[config.mk]
export PLATFORM = sky130hd
export DESIGN_NAME = nested_addr_gen_flat
export DESIGN_NICKNAME = d
export VERILOG_FILES = /design/src/rtl/nested_addr_gen_pkg.sv /design/src/rtl/nested_addr_gen_if.sv /design/src/rtl/nested_addr_gen_loop_cnt.sv /design/src/rtl/nested_addr_gen.sv /design/src/flat_wrapper.sv
export SDC_FILE = /design/constraint.sdc
export NUM_CORES = 1
export LEC_CHECK = 0
export ABC_CLOCK_PERIOD_IN_PS = 6000
export BUFFER_PORTS_ARGS = -buffer_cell sky130_fd_sc_hd__buf_2
export CORE_ASPECT_RATIO = 1.25
export CORE_UTILIZATION = 45
export DETAILED_ROUTE_END_ITERATION = 6
export PLACE_DENSITY = 0.74
export SETUP_SLACK_MARGIN = 0.4
export SLEW_MARGIN = 20
export SYNTH_ARGS = -nofsm -noshare
export SYNTH_HDL_FRONTEND = slang
export SYNTH_SLANG_ARGS = --single-unit
[constraint.sdc]
create_clock -name clk -period 6 [get_ports clk]
set_input_delay 0.6 -clock clk [delete_from_list [all_inputs] [get_ports clk]]
set_output_delay 0.6 -clock clk [all_outputs]
set_load 0.01 [all_outputs]
[src/rtl/nested_addr_gen_pkg.sv]
// Shared widths, gap-mode encoding and FSM state type for the nested address generator.
package nested_addr_gen_pkg;

    localparam int unsigned ADDR_W_DEF   = 10;
    localparam int unsigned PERIOD_W_DEF = 10;

    typedef enum logic {
        GAP_HOLD   = 1'b0,
        GAP_BUBBLE = 1'b1
    } gap_mode_e;

    typedef enum logic [1:0] {
        ST_IDLE  = 2'd0,
        ST_DELAY = 2'd1,
        ST_RUN   = 2'd2,
        ST_DONE  = 2'd3
    } state_e;

endpackage

[src/rtl/nested_addr_gen_if.sv]
// Configuration, run/ready handshake and address stream of the nested address generator.
interface nested_addr_gen_if #(
    parameter int unsigned ADDR_W   = nested_addr_gen_pkg::ADDR_W_DEF,
    parameter int unsigned PERIOD_W = nested_addr_gen_pkg::PERIOD_W_DEF
);
    logic                run;
    logic [ADDR_W-1:0]   iterations;
    logic [ADDR_W-1:0]   iterations2;
    logic [PERIOD_W-1:0] period;
    logic [PERIOD_W-1:0] duty;
    logic [PERIOD_W-1:0] delay;
    logic [ADDR_W-1:0]   start;
    logic [ADDR_W-1:0]   incr;
    logic [ADDR_W-1:0]   shift;
    logic [ADDR_W-1:0]   shift2;
    logic                gap_mode;
    logic                ready;
    logic                valid;
    logic [ADDR_W-1:0]   addr;
    logic                done;

    // Address generator side
    modport master (
        input  run, iterations, iterations2, period, duty, delay,
               start, incr, shift, shift2, gap_mode, ready,
        output valid, addr, done
    );

    // Controller / consumer side
    modport slave (
        output run, iterations, iterations2, period, duty, delay,
               start, incr, shift, shift2, gap_mode, ready,
        input  valid, addr, done
    );
endinterface

[src/rtl/nested_addr_gen_loop_cnt.sv]
// Loop counter with clear/increment and an end flag that cannot wrap at the maximum count.
module addr_gen_loop_cnt #(
    parameter int unsigned W = 10
) (
    input  logic         clk,
    input  logic         rst,
    input  logic         clr,
    input  logic         inc,
    input  logic [W-1:0] limit,
    output logic [W-1:0] count,
    output logic         last_c
);
    // Registered count; clear wins over increment
    always_ff @(posedge clk or posedge rst) begin
        if (rst) begin
            count <= '0;
        end else if (clr) begin
            count <= '0;
        end else if (inc) begin
            count <= count + W'(1);
        end
    end

    // Compare at W+1 bits so count+1 never wraps; a limit of 0 ends like a limit of 1
    assign last_c = (({1'b0, count} + (W+1)'(1)) >= {1'b0, limit});
endmodule

[src/rtl/nested_addr_gen.sv]
// Three-level nested address generator with start delay, duty cycle and ready backpressure.
module nested_addr_gen
    import nested_addr_gen_pkg::*;
#(
    parameter int unsigned ADDR_W   = ADDR_W_DEF,
    parameter int unsigned PERIOD_W = PERIOD_W_DEF
) (
    input  logic              clk,
    input  logic              rst,
    nested_addr_gen_if.master bus
);
    state_e              state;
    gap_mode_e           gap_q;
    logic                valid_q;
    logic                done_q;
    logic [ADDR_W-1:0]   addr_q;
    logic [ADDR_W-1:0]   incr_q;
    logic [ADDR_W-1:0]   shift_q;
    logic [ADDR_W-1:0]   shift2_q;
    logic [ADDR_W-1:0]   iterations_q;
    logic [ADDR_W-1:0]   iterations2_q;
    logic [PERIOD_W-1:0] period_q;
    logic [PERIOD_W-1:0] duty_q;
    logic [PERIOD_W-1:0] delay_cnt;

    logic [PERIOD_W-1:0] per_cnt;
    logic [ADDR_W-1:0]   iter_cnt;
    logic [ADDR_W-1:0]   iter2_cnt;
    logic                p_end, i_end, o_end;
    logic                advance;
    logic                per_clr, per_inc, iter_clr, iter_inc, iter2_clr, iter2_inc;
    logic [PERIOD_W-1:0] per_nxt;
    logic [ADDR_W-1:0]   addr_nxt;
    logic                gap_nxt;
    logic                gap_at_start;
    logic                unused_counts;

    addr_gen_loop_cnt #(.W(PERIOD_W)) u_per (
        .clk(clk), .rst(rst), .clr(per_clr), .inc(per_inc),
        .limit(period_q), .count(per_cnt), .last_c(p_end)
    );

    addr_gen_loop_cnt #(.W(ADDR_W)) u_iter (
        .clk(clk), .rst(rst), .clr(iter_clr), .inc(iter_inc),
        .limit(iterations_q), .count(iter_cnt), .last_c(i_end)
    );

    addr_gen_loop_cnt #(.W(ADDR_W)) u_iter2 (
        .clk(clk), .rst(rst), .clr(iter2_clr), .inc(iter2_inc),
        .limit(iterations2_q), .count(iter2_cnt), .last_c(o_end)
    );

    // Outer loop counts are only consumed through their end flags
    assign unused_counts = ^{iter_cnt, iter2_cnt};

    // Step decode: a step is a beat, or any cycle spent inside a bubble gap
    always_comb begin
        advance   = 1'b0;
        addr_nxt  = addr_q;
        if (state == ST_RUN) begin
            advance = valid_q ? bus.ready : (gap_q == GAP_BUBBLE);
        end
        per_clr   = bus.run | (advance & p_end);
        per_inc   = advance & ~p_end;
        iter_clr  = bus.run | (advance & p_end & i_end);
        iter_inc  = advance & p_end & ~i_end;
        iter2_clr = bus.run;
        iter2_inc = advance & p_end & i_end & ~o_end;
        per_nxt   = p_end ? '0 : per_cnt + PERIOD_W'(1);
        gap_nxt   = (gap_q == GAP_BUBBLE) && (per_nxt >= duty_q);
        gap_at_start = (gap_q == GAP_BUBBLE) && (duty_q == '0);
        if (!p_end) begin
            if (per_cnt < duty_q) begin
                addr_nxt = addr_q + incr_q;
            end
        end else if (!i_end) begin
            addr_nxt = addr_q + shift_q;
        end else begin
            addr_nxt = addr_q + shift_q + shift2_q;
        end
    end

    // Sequencer: run loads and restarts, delay countdown, stepping, completion
    always_ff @(posedge clk or posedge rst) begin
        if (rst) begin
            state         <= ST_IDLE;
            gap_q         <= GAP_HOLD;
            valid_q       <= 1'b0;
            done_q        <= 1'b0;
            addr_q        <= '0;
            incr_q        <= '0;
            shift_q       <= '0;
            shift2_q      <= '0;
            iterations_q  <= '0;
            iterations2_q <= '0;
            period_q      <= '0;
            duty_q        <= '0;
            delay_cnt     <= '0;
        end else if (bus.run) begin
            gap_q         <= gap_mode_e'(bus.gap_mode);
            incr_q        <= bus.incr;
            shift_q       <= bus.shift;
            shift2_q      <= bus.shift2;
            iterations_q  <= bus.iterations;
            iterations2_q <= bus.iterations2;
            period_q      <= bus.period;
            duty_q        <= bus.duty;
            delay_cnt     <= bus.delay;
            addr_q        <= bus.start;
            done_q        <= 1'b0;
            if (bus.delay == '0) begin
                state   <= ST_RUN;
                valid_q <= !(bus.gap_mode && (bus.duty == '0));
            end else begin
                state   <= ST_DELAY;
                valid_q <= 1'b0;
            end
        end else begin
            case (state)
                ST_DELAY: begin
                    if (delay_cnt <= PERIOD_W'(1)) begin
                        delay_cnt <= '0;
                        state     <= ST_RUN;
                        valid_q   <= !gap_at_start;
                    end else begin
                        delay_cnt <= delay_cnt - PERIOD_W'(1);
                    end
                end
                ST_RUN: begin
                    if (advance) begin
                        if (p_end && i_end && o_end) begin
                            state   <= ST_DONE;
                            valid_q <= 1'b0;
                            done_q  <= 1'b1;
                        end else begin
                            addr_q  <= addr_nxt;
                            valid_q <= !gap_nxt;
                        end
                    end
                end
                default: begin
                end
            endcase
        end
    end

    assign bus.valid = valid_q;
    assign bus.addr  = addr_q;
    assign bus.done  = done_q;
endmodule

[src/flat_wrapper.sv]
// flat-port wrapper written by rule: the top's interface ports become plain ports
module nested_addr_gen_flat import nested_addr_gen_pkg::*;
#(
    parameter int unsigned ADDR_W   = ADDR_W_DEF,
    parameter int unsigned PERIOD_W = PERIOD_W_DEF
)
  (clk, rst, bus_run, bus_iterations, bus_iterations2, bus_period, bus_duty, bus_delay, bus_start, bus_incr, bus_shift, bus_shift2, bus_gap_mode, bus_ready, bus_valid, bus_addr, bus_done);
  nested_addr_gen_if #(.ADDR_W(ADDR_W), .PERIOD_W(PERIOD_W)) bus_i ();
  input  logic clk;
  input  logic rst;
  input wire logic [$bits(bus_i.run)-1:0] bus_run;
  input wire logic [$bits(bus_i.iterations)-1:0] bus_iterations;
  input wire logic [$bits(bus_i.iterations2)-1:0] bus_iterations2;
  input wire logic [$bits(bus_i.period)-1:0] bus_period;
  input wire logic [$bits(bus_i.duty)-1:0] bus_duty;
  input wire logic [$bits(bus_i.delay)-1:0] bus_delay;
  input wire logic [$bits(bus_i.start)-1:0] bus_start;
  input wire logic [$bits(bus_i.incr)-1:0] bus_incr;
  input wire logic [$bits(bus_i.shift)-1:0] bus_shift;
  input wire logic [$bits(bus_i.shift2)-1:0] bus_shift2;
  input wire logic [$bits(bus_i.gap_mode)-1:0] bus_gap_mode;
  input wire logic [$bits(bus_i.ready)-1:0] bus_ready;
  output wire logic [$bits(bus_i.valid)-1:0] bus_valid;
  output wire logic [$bits(bus_i.addr)-1:0] bus_addr;
  output wire logic [$bits(bus_i.done)-1:0] bus_done;
  assign bus_i.run = bus_run;
  assign bus_i.iterations = bus_iterations;
  assign bus_i.iterations2 = bus_iterations2;
  assign bus_i.period = bus_period;
  assign bus_i.duty = bus_duty;
  assign bus_i.delay = bus_delay;
  assign bus_i.start = bus_start;
  assign bus_i.incr = bus_incr;
  assign bus_i.shift = bus_shift;
  assign bus_i.shift2 = bus_shift2;
  assign bus_i.gap_mode = bus_gap_mode;
  assign bus_i.ready = bus_ready;
  assign bus_valid = bus_i.valid;
  assign bus_addr = bus_i.addr;
  assign bus_done = bus_i.done;
  nested_addr_gen #(.ADDR_W(ADDR_W), .PERIOD_W(PERIOD_W)) u_core (.clk(clk), .rst(rst), .bus(bus_i));
endmodule
Yosys cells after proc, flatten, opt, wreduce, memory -nomap -nowiden
Index checks and enable logic that the tools add are counted.
{"block": "totals", "ff_bits": 125, "latch_bits": 0, "mem_bits_rw": 0, "rom_bits": 0, "out_inout_bits": 12, "n_memories": 0}
{"block": "op_classes", "addsub": 10, "multipliers": 0, "n_div": 0, "magnitude_cmp": 6, "n_eq_ne": 6, "shift": 0, "mux": 35, "bitwise": 10, "n_reduce_logical": 24}
{"operator": "$mux W10", "count": 17}
{"operator": "$add A10 B1 Y11 const B", "count": 3}
{"operator": "$ge A11 B10 Y1", "count": 3}
{"operator": "$add A10 B1 Y10 const B", "count": 3}
{"operator": "$add A10 B10 Y10", "count": 3}
{"operator": "$logic_not A10 Y1", "count": 3}
{"operator": "$reduce_bool A2 Y1", "count": 7}
{"operator": "$mux W1", "count": 11}
{"operator": "$ge A10 B10 Y1", "count": 1}
{"operator": "$le A10 B1 Y1 const B", "count": 1}
{"operator": "$lt A10 B10 Y1", "count": 1}
{"operator": "$mux W2", "count": 5}
{"operator": "$sub A10 B1 Y10 const B", "count": 1}
{"operator": "$reduce_and A4 Y1", "count": 2}
{"operator": "$ne A3 B2 Y1 const B", "count": 2}
{"operator": "$reduce_and A3 Y1", "count": 2}
{"operator": "$reduce_bool A3 Y1", "count": 2}
{"operator": "$and A1 B1 Y1", "count": 5}
{"operator": "$logic_and A1 B1 Y1", "count": 5}
{"operator": "$pmux W2 S2", "count": 1}
{"operator": "$logic_not A1 Y1", "count": 3}
{"operator": "$ne A3 B3 Y1 const B", "count": 1}
{"operator": "$not A1 Y1", "count": 3}
{"operator": "$eq A2 B1 Y1 const B", "count": 1}
{"operator": "4 further kinds", "count": 5}

Logic depth before layout (Yosys ltp)
Gate-level depths: netlist (run 1).
{"block": "depth", "ltp_word": 10, "mapped_depth": 21, "ltp_nobuf": 20}

By module
From an unflattened synthesis (run 1), not the netlist that was laid out.
{"block": "hier_totals", "hier_cells": 882, "hier_area_um2": 8543.2}
{"module": "nested_addr_gen", "n_inst": 1, "cells_each": 579, "area_per_inst_um2": 5960.7}
{"module": "addr_gen_loop_cnt", "n_inst": 3, "cells_each": 101, "area_per_inst_um2": 860.8}

Least setup slack after synthesis (run 1)
OpenSTA, ideal clock, no wires.
{"block": "synth_timing", "kind": "reg-to-reg", "startpoint": "register u_core.u_per.count[0]", "endpoint": "register u_core.valid_q (netlist: u_core.bus.valid)", "setup_time_ps": 76, "arrival_time_ps": 3826, "required_ps": 5924, "slack_ps": 2098, "path_stages_with_launch": 22, "path_buffers": 1, "synth_period_minus_slack_ps": 3902, "path_cell_list": "dfrtp_1 > ha_1 > and4_1 > and4_1 > xnor2_1 > inv_1 > ha_1 > and4_4 > a21oi_1 > nand2_1 > a311oi_2 > buf_2 > nand2b_1 > ha_1 > nand2b_1 > a21oi_1 > nor2b_1 > o21ai_0 > a21oi_1 > o221ai_1 > a21oi_1 > o21ai_1"}
{"block": "synth_via", "elab_chain_len": 10, "word_cells_on_any_way": 13, "classes_between": "2 x add/sub; 2 x order compare; 5 x mux; 4 x reduce/logical"}
{"element": "from (decl)", "line": "nested_addr_gen_loop_cnt.sv:10", "source": "output logic [W-1:0] count,"}
{"element": "from (signal assigned)", "line": "nested_addr_gen_loop_cnt.sv:20", "source": "count <= count + W'(1);"}
{"element": "$add A10 B1 Y11", "line": "nested_addr_gen_loop_cnt.sv:25", "source": "assign last_c = (({1'b0, count} + (W+1)'(1)) >= {1'b0, limit});"}
{"element": "$ge A11 B10 Y1", "line": "nested_addr_gen_loop_cnt.sv:25"}
{"element": "$mux W10", "line": "nested_addr_gen.sv:69", "source": "per_nxt = p_end ? '0 : per_cnt + PERIOD_W'(1);"}
{"element": "$ge A10 B10 Y1", "line": "nested_addr_gen.sv:70", "source": "gap_nxt = (gap_q == GAP_BUBBLE) && (per_nxt >= duty_q);"}
{"element": "$logic_and A1 B1 Y1", "line": "nested_addr_gen.sv:70"}
{"element": "$logic_not A1 Y1", "line": "nested_addr_gen.sv:137", "source": "valid_q <= !gap_nxt;"}
{"element": "$mux W1 *", "line": "nested_addr_gen.sv:131", "source": "if (p_end && i_end && o_end) begin"}
{"element": "$mux W1 *", "line": "nested_addr_gen.sv:130", "source": "if (advance) begin"}
{"element": "$pmux W1 S2 *", "line": "nested_addr_gen.sv:119", "source": "case (state)"}
{"element": "$mux W1 *", "line": "nested_addr_gen.sv:99", "source": "end else if (bus.run) begin"}
{"element": "to (signal assigned)", "line": "nested_addr_gen.sv:113", "source": "valid_q <= !(bus.gap_mode && (bus.duty == '0));"}
{"element": "to (signal assigned)", "line": "nested_addr_gen.sv:124", "source": "valid_q <= !gap_at_start;"}
{"element": "to (signal assigned)", "line": "nested_addr_gen.sv:137"}
{"element": "to (decl)", "line": "nested_addr_gen.sv:14", "source": "logic valid_q;"}
Mark *: on every way between the ends. The rest lies on a longest branch, timed or not. The select of a mux whose other input is x is not followed.
A chain may end at the register's enable or synchronous reset.

Worst setup path after layout (run 1)
{"block": "layout_timing", "startpoint": "register u_core.u_iter.count[2]", "endpoint": "register u_core.addr_q[9] (netlist: u_core.bus.addr[9])"}
{"block": "layout_via", "elab_chain_len": 8, "word_cells_on_any_way": 12, "classes_between": "1 x add/sub; 1 x order compare; 1 x eq/ne; 6 x mux; 3 x reduce/logical"}
{"element": "from (decl)", "line": "nested_addr_gen_loop_cnt.sv:10"}
{"element": "from (signal assigned)", "line": "nested_addr_gen_loop_cnt.sv:20"}
{"element": "$add A10 B1 Y11 *", "line": "nested_addr_gen_loop_cnt.sv:25"}
{"element": "$ge A11 B10 Y1 *", "line": "nested_addr_gen_loop_cnt.sv:25"}
{"element": "$mux W10", "line": "nested_addr_gen.sv:76", "source": "end else if (!i_end) begin"}
{"element": "$mux W10", "line": "nested_addr_gen.sv:72", "source": "if (!p_end) begin"}
{"element": "$mux W10", "line": "nested_addr_gen.sv:131"}
{"element": "$mux W10", "line": "nested_addr_gen.sv:130"}
{"element": "$mux W10", "line": "nested_addr_gen.sv:119"}
{"element": "$mux W10", "line": "nested_addr_gen.sv:99"}
{"element": "to (signal assigned)", "line": "nested_addr_gen.sv:109", "source": "addr_q <= bus.start;"}
{"element": "to (signal assigned)", "line": "nested_addr_gen.sv:136", "source": "addr_q <= addr_nxt;"}
{"element": "to (decl)", "line": "nested_addr_gen.sv:16", "source": "logic [ADDR_W-1:0] addr_q;"}
Marked as above.

==> impl_metrics.yaml, run 1 <==
routing:
  drtAntennaViolNets: 0
  wl_per_cell_um: 15.62
  wirelength_mm: 19.22
  drt_pass1_iterations: 5
  drt-vias-per-instance: 5.497
  drc: 0
  drt-initial-drc-count: 334
  vias: 6761
timing:
  setup_viol: 0
  max_slew_margin: 0.4117
  finalClockSkew_ns: 0.01562
  finalHoldViolCount: 0
  setup_tns_ns: 0
  worst_slack_ns: 1.645
  rsz0062_at_grt: "no"
  fmax_ghz: 0.2296
  fin_crit_sh: 0.7258
  fin_crit_ns: 4.355
  slew_viol_final: 0
  tightest_slew_ns: 0.8804
yosys:
  synth_nets: 1068
  yosysSeqAreaShare: 0.3790
  synth_area_leader_cell: "dfrtp_1"
  syn_area_um2: 8254
  yosys_warnings: 0
  synthTopCellsByArea: "dfrtp_1 38%, ha_1 12%, mux2_2 5.0%"
  async_reset_ff_frac: 1.000
  synth-edff-count: 0
  synth_ff_type: "dfrtp_1"
  yosysTopAreaCellShare: 0.3790
  synth.avg_cell_area_um2: 9.285
  yosys.cell_types.count: 74
  synth_seq_cells: 125
  syn_inst: 889
power_and_ir_drop:
  cellPowerDensity_nw_per_um2: 314.9
  p_leak_nw: 4.655
  ir_worst_vdd_v: 0.0002052
worst_setup_path:
  worstSetupStartpointType: "flip-flop"
  worstReg2RegEnd: "u_core.bus.addr[9]"
  rrSetupSlack_ns: 1.65
  required_ns: 6.31
  r2r_start: "u_core.u_iter.count[2]"
  crit_path_end_kind: "flip-flop"
  reg2reg_depth: 13
  crit_arrival_ns: 4.66
  critical_path_class: "reg2reg"
  worstPathMaxFanout: 15
clocking:
  cts_resized: 0
  cts.sinks: 125
  postCtsHoldBufs: 0
  clk_pin_slew_ns: 0.06
  htreeDepth: 4
  clk_latency_ns: 0.43
  cts_buffer_depth: 2
  post-cts-setup-buffers: 0
  cts_tree: "done"
  root_buffer: "clkbuf_16"
  cts_made_buffers: 17
floorplanning:
  die_w_um: 123.1
  core_area_um2: 18030
  initial_utilization: 0.4578
  std_cell_rows: 55
  dieArea_um2: 18890
  dieHeight_um: 153.4
  ios: 107
global_route:
  use_met2: 0.3645
  grt_pass1_wl_mm: 31.42
  grt_util_all_layers: 0.2160
  antenna_found_initial: 1
  globalRouteOverflowTotal: 0
  busiest_layer: "met2"
  grt_use_met1: 0.2590
  grt_max_degree: 66
  grt_pass1_vias: 6673
  met3_usage: 0.04851
place:
  place_congestion: 0.8500
  numPortBuffers: 106
  dp_hpwl_mm: 14.44
  pre_cts_slack_ns: 1.754
run:
  cap_violations: 0
final_layout:
  regArea_um2: 3128
  layout-drive-gt1-share: 0.1968
  multi_input_area_um2: 4756
  n_fill_cell: 1668
  syn_to_final_growth_pct: 15.75
  fin_nets: 1167
min_path:
  hp-class: "in2async"
status:
  status: "completed"
## through the flow
step	hold slack (ns)	total power [mW]	cell area (µm²)	util	cells
after floorplan	0.4718	1.758	8254	-	889
after global placement	0.4955	1.995	8975	0.4978	1197
after detailed placement	0.5043	2.017	8975	0.4978	1197
after CTS	0.3354	3.034	9552	0.5298	1229
after global routing	0.3787	3.197	9552	0.5298	1229
final	0.3173	3.008	9554	0.5299	1230
## sequential cells by signal (all words and copies together), names as in the netlist, 2 cells and up
signal,count
u_core.shift_q,10
u_core.state,2
u_core.duty_q,10
u_core.u_iter.count,10
u_core.u_per.count,10
u_core.incr_q,10
u_core.iterations2_q,10
u_core.delay_cnt,10
u_core.bus.addr,10
u_core.period_q,10
u_core.shift2_q,10
u_core.u_iter2.count,10
u_core.iterations_q,10
## critical path: stages (launching register included)
cell and delay, ns:
dfrtp_1 0.42, and3_1 0.24, and3_1 0.25, and3_1 0.26
nand3_1 0.12, xnor2_1 0.16, ha_1 0.30, nand2_1 0.06
a21oi_1 0.30, o31a_1 0.27, a311o_1 0.68, nand2_4 0.15
a211oi_4 0.62, mux2_2 0.40
## power breakdown
| group | leakage [nW] | internal (mW) | switching (mW) |
|---|---|---|---|
| Sequential | 1.55 | 0.922 | 0.0744 |
| Combinational | 2.82 | 0.444 | 0.562 |
| Clock | 0.279 | 0.629 | 0.378 |
| Total | 4.66 | 1.99 | 1.01 |
## cell type report
cell class / count / share of cell area
flip-flops and latches: 125 / 0.3274
clock inverters: 11 / 0.01218
well taps: 228 / 0.02986
inverters: 64 / 0.02541
repair buffers: 110 / 0.05893
clock buffers: 21 / 0.04819
diodes: 1 / 0.0002619
multi-input cells: 670 / 0.4978
## layer usage
metal | up-vias | routed length, µm
met5 | - | 0
met4 | 0 | 557
met3 | 38 | 829
met2 | 160 | 9531
met1 | 3222 | 8299
li1 | 3341 | -
## cell families (layout without fill, tap and decap cells)
logic type	Yosys count	in the layout	share of synthesized area
simple gates	272	272	0.1593
mux	46	46	0.06139
xor+xnor	59	59	0.06260
flops	125	125	0.3790
compound gates	209	209	0.1628
fa+ha+maj	84	84	0.1301
buf+inv	94	206	0.04487
other cells	0	1	0
## cells in the mapped netlist, types with 3 or more instances
master,number
a211o_1,3
a211oi_1,3
a21o_1,12
a21oi_1,50
a221o_1,4
a22oi_1,4
a31oi_1,6
and2_1,3
and3_1,10
and4_1,3
buf_1,9
clkbuf_1,16
dfrtp_1,125
fa_1,3
ha_1,81
inv_1,64
mux2_2,37
mux2i_1,9
nand2_1,85
nand2b_1,9
nand3_1,22
nand4_1,4
nor2_1,74
nor2b_1,7
nor3_1,26
nor3b_1,4
nor4_1,6
nor4b_1,3
o211ai_1,5
o21a_1,4
o21ai_0,73
o21ai_1,6
o21bai_1,3
o22ai_1,4
o311ai_0,4
o41ai_1,4
xnor2_1,30
xor2_1,29
## layout by cell type, fill, tap and decap left out, types with 7 or more instances in the layout
cell       count
a21o_1        12
a21oi_1       50
and3_1        10
buf_2        105
clkbuf_16     17
dfrtp_1      125
ha_1          81
inv_1         63
mux2_2        37
mux2i_1        9
nand2_1       85
nand2b_1       9
nand3_1       22
nor2_1        74
nor2b_1        7
nor3_1        26
o21ai_0       73
xnor2_1       30
xor2_1        29
## worst max path at each step
| stage | to | slack (ns) | start | cells after the start |
|---|---|---|---|---|
| after floorplan | u_core.bus.addr[0] | 2.07 | rst | 1 |
| after global placement | u_core.bus.addr[4] | 1.87 | u_core.u_iter.count[0] | 13 |
| after detailed placement | u_core.bus.addr[9] | 1.75 | u_core.u_iter.count[2] | 13 |
| after CTS | u_core.bus.addr[9] | 1.70 | u_core.u_iter.count[2] | 13 |
| after global routing | u_core.bus.addr[9] | 1.41 | u_core.u_iter.count[2] | 13 |
| final | u_core.bus.addr[9] | 1.65 | u_core.u_iter.count[2] | 13 |
Power figures use the tool's default switching activity.
==> run 2: changes to the inputs <==
ABC_AREA = 1   (was not set)
ABC_CLOCK_PERIOD_IN_PS = 4400   (was 6000)
PLACE_DENSITY = 0.73   (was 0.74)
clock period = 4.4 ns   (was 6 ns; I/O delays follow)
==> run 2 against run 1 <==
Effect of this change: hold slack got worse by 0.16 ns; first-iteration DRC count rose by 31%; largest cell class unchanged; register-to-register slack got worse by 0.93 ns; clock skew fell by 0.0064 ns; combinational power rose by 110%.
==> impl_metrics.yaml, run 2 <==
clocking:
  root_buffer: "clkbuf_16"
  cts_buffer_depth: 2
  cts.sinks: 125
  clk_latency_ns: 0.43
  cts_made_buffers: 17
  post-cts-setup-buffers: 0
  postCtsHoldBufs: 0
  htreeDepth: 4
  cts_tree: "done"
  clk_pin_slew_ns: 0.06
  cts_resized: 0
worst_setup_path:
  cp_slowest_cell: "dfrtp_1"
  reg2reg_depth: 25
  crit_path_end_kind: "flip-flop"
  crit_family: "simple AND/OR/NAND/NOR gates"
  critical_path_depth: 25
  cp_common_cell: "nand2_1"
  worstPathMaxFanout: 25
  worstSetupStartpointType: "flip-flop"
  crit_buf_inv: 1
  critical_path_class: "reg2reg"
  crit_arrival_ns: 4.00
  required_ns: 4.71
  max_stage_delay_ns: 0.45
yosys:
  synthTopCellsByArea: "dfrtp_1 36%, nand2_1 16%, ha_1 12%"
  synth.avg_cell_area_um2: 7.513
  synth_nets: 1328
  synth.most_common_cell: "nand2_1"
  syn_inst: 1149
  async_reset_ff_frac: 1.000
  yosys_warnings: 0
  synth_area_leader_cell: "dfrtp_1"
  synth_ff_type: "dfrtp_1"
  synth-edff-count: 0
  yosysSeqAreaShare: 0.3624
  synth_seq_cells: 125
  synth_common_cells: "372 x nand2_1, 142 x inv_1, 125 x dfrtp_1"
  syn_area_um2: 8632
  yosys.cell_types.count: 52
  yosysTopAreaCellShare: 0.3624
final_layout:
  syn_to_final_growth_pct: 15.31
  postLayoutCoreUtil: 0.5301
  layout-drive-gt1-share: 0.1370
  fin_nets: 1429
  antenna_cells: 0
  stdcell_count: 1495
  final_common_cell: "nand2_1"
  layout_common_cells: "372 x nand2_1, 140 x inv_1, 125 x dfrtp_1, 105 x buf_2, 81 x ha_1"
timing:
  finalClockSkew_ns: 0.009235
  whs_ns: 0.1597
  fmax_ghz: 0.2716
  rsz0062_at_grt: "no"
  tightest_slew_ns: 0.6920
  max_slew_margin: 0.5386
  worst_slack_ns: 0.7175
  fin_crit_sh: 0.8369
  fin_crit_ns: 3.682
  setup_viol: 0
  finalHoldViolCount: 0
  slew_viol_final: 0
  setup_tns_ns: 0
status:
  status: "completed"
floorplanning:
  dieArea_um2: 19740
  dieHeight_um: 156.9
  die_w_um: 125.9
  initial_utilization: 0.4597
  std_cell_rows: 56
  core_area_um2: 18780
  ios: 107
routing:
  wl_per_cell_um: 14.30
  drc: 0
  drt_pass1_iterations: 5
  drt-vias-per-instance: 5.192
  drtAntennaViolNets: 0
  wirelength_mm: 21.38
  drt-initial-drc-count: 437
  vias: 7762
power_and_ir_drop:
  cellPowerDensity_nw_per_um2: 497.0
  ir_worst_vdd_v: 0.0003200
  p_leak_nw: 5.431
global_route:
  grt_pass1_vias: 7711
  grt_pass1_wl_mm: 36.00
  globalRouteOverflowTotal: 0
  grt_util_all_layers: 0.2309
  grt_max_degree: 126
  antenna_found_initial: 0
run:
  cap_violations: 0
place:
  placed_cells: 1463
  pre_cts_slack_ns: 0.6998
  dp_hpwl_mm: 16.11
  numPortBuffers: 106
  place_congestion: 0.8757
min_path:
  hp-class: "in2async"
## run 2: cell types whose count changed after synthesis, sizes merged, moves of 10 or more
cell,delta
o31ai,+10
inv,+82
and3,-10
a21oi,-13
nand4,+13
mux2,-37
o21ai,-19
nand3,+45
xnor2,-20
nand2,+288
## run 2: area by class of cell
| type | count | area (µm²) |
|---|---|---|
| Sequential cell | 125 | 3128 |
| Multi-Input combinational cell | 848 | 4831 |
| Tap cell | 232 | 290.3 |
| Timing Repair Buffer | 109 | 568.0 |
| Clock inverter | 12 | 121.4 |
| Inverter | 149 | 568.0 |
| Clock buffer | 20 | 446.7 |
| Fill cell | 1800 | 8825 |
## run 2: stage by stage
| step | total power, mW | cell area [µm²] |
|---|---|---|
| floorplan | 3.003 | 8632 |
| global placement | 3.526 | 9366 |
| detailed placement | 3.557 | 9366 |
| CTS | 4.957 | 9935 |
| global route | 5.328 | 9953 |
| finish | 4.946 | 9953 |
## run 2: cell families (layout without fill, tap and decap cells)
family / after synthesis / after routing / synth area share
AO/OA/AOI/OAI: 148 / 148 / 0.1012
AND/OR/NAND/NOR: 569 / 569 / 0.2842
XOR/XNOR: 47 / 47 / 0.04769
flip-flops: 125 / 125 / 0.3624
adder cells (fa/ha/maj): 84 / 84 / 0.1244
buffers and inverters: 176 / 290 / 0.08015
## run 2: worst paths after layout
path                                                to                  start  slack [ns]
worst max-delay path                  u_core.bus.valid  u_core.u_per.count[0]        0.72
worst min-delay path            u_core.iterations_q[5]                    rst        0.16
worst max register to register        u_core.bus.valid  u_core.u_per.count[0]        0.72
worst min register to register        u_core.incr_q[3]       u_core.incr_q[3]        0.48
max in group asynchronous             u_core.incr_q[4]                    rst        3.71
min in group clk                     u_core.shift_q[4]           bus_shift[4]        0.21
## run 2: report_power, final
group	total (mW)	internal (mW)	switching (mW)
clock	1.37	0.841	0.526
sequential	1.48	1.31	0.171
combinational	2.10	0.800	1.30
total	4.95	2.95	2.00
## run 2: tightest hold or removal path, delay by kind of cell
family,cells,cell delay [ns]
buf+inv,3,0.62
## run 2: layer usage
layer / global-route usage / routed length, µm / vias to the layer above
met1: 0.2589 / 8946 / 3625
met2: 0.4212 / 11030 / 165
li1: - / - / 3928
met3: 0.04513 / 732 / 44
met4: 0.1056 / 670 / 0
met5: 0 / 0 / -
==> run 3: changes to the inputs <==
ABC_CLOCK_PERIOD_IN_PS = 3340   (was 4400)
PLACE_DENSITY = 0.76   (was 0.73)
clock period = 3.34 ns   (was 4.4 ns; I/O delays follow)
==> run 3 against run 2 <==
Effect of this change: the run now ends with negative setup slack left; clock skew is 0.0037 ns higher; setup slack worse by 0.75 ns; hold slack worse by 0.081 ns; largest cell class unchanged.
==> impl_metrics.yaml, run 3 (synthesis results as in run 2) <==
clocking:
  clk_pin_slew_ns: 0.06
  cts_buffer_depth: 2
  clk_latency_ns: 0.43
  cts_made_buffers: 17
  cts_tree: "done"
  postCtsHoldBufs: 0
  htreeDepth: 4
  root_buffer: "clkbuf_16"
  cts.sinks: 125
worst_setup_path:
  crit_chain: "ha_4 > nand2_4 > nor2_4 > nand3_4 > nor2_4 > or2_4 > nand2_4 > inv_1 > ha_2 > a21o_1 > a31oi_4 > nand2_8 > nor2_4 > ha_4 > a21oi_2 > o21ai_1 > nand2_1 > and3_4 > o41ai_2 > nand2_1 > nand3_2 > a21oi_2"
  critical_path_depth: 22
  cp-startpoint: "u_core.u_per.count[1]"
  crit_arrival_ns: 3.73
  r2r_start: "u_core.u_per.count[1]"
  crit_buf_inv: 1
  cp_common_cell: "nor2_4"
  rrSetupSlack_ns: -0.03
  cp_slowest_cell: "dfrtp_2"
  worstSetupStartpointType: "flip-flop"
  worstReg2RegEnd: "u_core.bus.valid"
  critical_path_class: "reg2reg"
  reg2reg_depth: 22
  worstPathMaxFanout: 6
  endpoint: "u_core.bus.valid"
  crit_path_end_kind: "flip-flop"
  max_stage_delay_ns: 0.44
  crit_family: "simple AND/OR/NAND/NOR gates"
  required_ns: 3.70
timing:
  worst_slack_ns: -0.03192
  setup_viol: 1
  whs_ns: 0.07898
  slew_viol_final: 0
  fin_crit_sh: 1.010
  fmax_ghz: 0.2966
  finalClockSkew_ns: 0.01294
  rsz0062_at_grt: "yes"
  finalHoldViolCount: 0
  max_slew_margin: 0.3643
  tightest_slew_ns: 0.9525
  fin_crit_ns: 3.372
global_route:
  grt_max_degree: 126
  grt_pass1_wl_mm: 36.34
  grt_pass1_vias: 7816
  antenna_found_initial: 1
  globalRouteOverflowTotal: 0
  grt_util_all_layers: 0.2336
final_layout:
  layout_common_cells: "337 x nand2_1, 131 x inv_1, 117 x dfrtp_1, 105 x buf_2, 58 x ha_1"
  syn_to_final_growth_pct: 31.99
  fin_nets: 1487
  final_common_cell: "nand2_1"
  layout-drive-gt1-share: 0.2871
  antenna_cells: 0
routing:
  drtAntennaViolNets: 0
  drt_pass1_iterations: 5
  drt-vias-per-instance: 5.292
  wirelength_mm: 24.45
  wl_per_cell_um: 15.75
  drt-initial-drc-count: 468
  vias: 8213
  drc: 0
floorplanning:
  dieHeight_um: 156.9
  core_area_um2: 18780
  std_cell_rows: 56
  ios: 107
  initial_utilization: 0.4597
  die_w_um: 125.9
  dieArea_um2: 19740
status:
  violations: "negative setup slack"
  status: "finished, violations left"
place:
  place_congestion: 0.8924
  numPortBuffers: 106
  pre_cts_slack_ns: 0.06844
  dp_hpwl_mm: 16.04
power_and_ir_drop:
  p_leak_nw: 5.851
  ir_worst_vdd_v: 0.0004911
  cellPowerDensity_nw_per_um2: 651.4
run:
  cap_violations: 0
min_path:
  hp-class: "in2async"
==> run 3: cell types whose count changed in the layout (fill, tap and decap cells not counted), sizes merged <==
cell and delta:
nand2 +2, nor2 +1, bufinv +1, clkinv -3
buf +55, inv -2, clkinvlp +3
==> run 3: final cells by class <==
type	count	area, µm²
multi-input combinational	851	5743
tap	232	290.3
inverter	149	584.3
clock buffer	20	456.7
fill	1580	7385
timing repair buffer	164	1039
clock inverter	11	142.6
sequential	125	3138
==> run 3: worst min-delay path, cell delays in order <==
cell and delay, ns:
buf_2 0.11, clkinvlp_4 0.07, buf_12 0.47
==> run 3: worst min-delay path by stage <==
stage / endpoint / slack (ns) / cells after the start
after floorplan: u_core.state[1] / 0.44 / 2
after global placement: u_core.state[1] / 0.46 / 2
after detailed placement: u_core.incr_q[2] / 0.46 / 2
after CTS: u_core.incr_q[5] / 0.1 / 3
after global routing: u_core.period_q[0] / 0.10 / 3
final: u_core.shift2_q[1] / 0.08 / 3
==> run 3: through the flow <==
stage	TNS, ns	area, µm²	power, mW	util	std cells
finish	-0.03192	11390	7.422	0.6067	1552
global route	-0.1545	11390	7.924	0.6067	1552
CTS	0	10500	6.787	0.5590	1522
detailed placement	0	9515	4.733	0.5067	1480
global placement	0	9515	4.690	0.5067	1480
floorplan	0	8666	3.960	-	1149
==> run 3: metal layers <==
metal  GRT usage  wire length [µm]  up-vias
met3     0.03863              1080       73
met1      0.2720              9834     3852
met5           0                 0        -
li1            -                 -     4038
met4      0.1320              1010        0
met2      0.4081             12520      250
==> run 3: what timing repair did <==
item	in CTS	in global routing
setup endpoints to repair	41	43
gates cloned	2	3
pin swaps	37	52
resized for setup	68	145
setup buffers	9	27
==> run 3: power breakdown <==
group	internal (mW)	total, mW	switching, mW
registers	1.73	1.95	0.217
clock network	1.20	1.89	0.687
logic	1.47	3.59	2.12
total	4.40	7.42	3.02
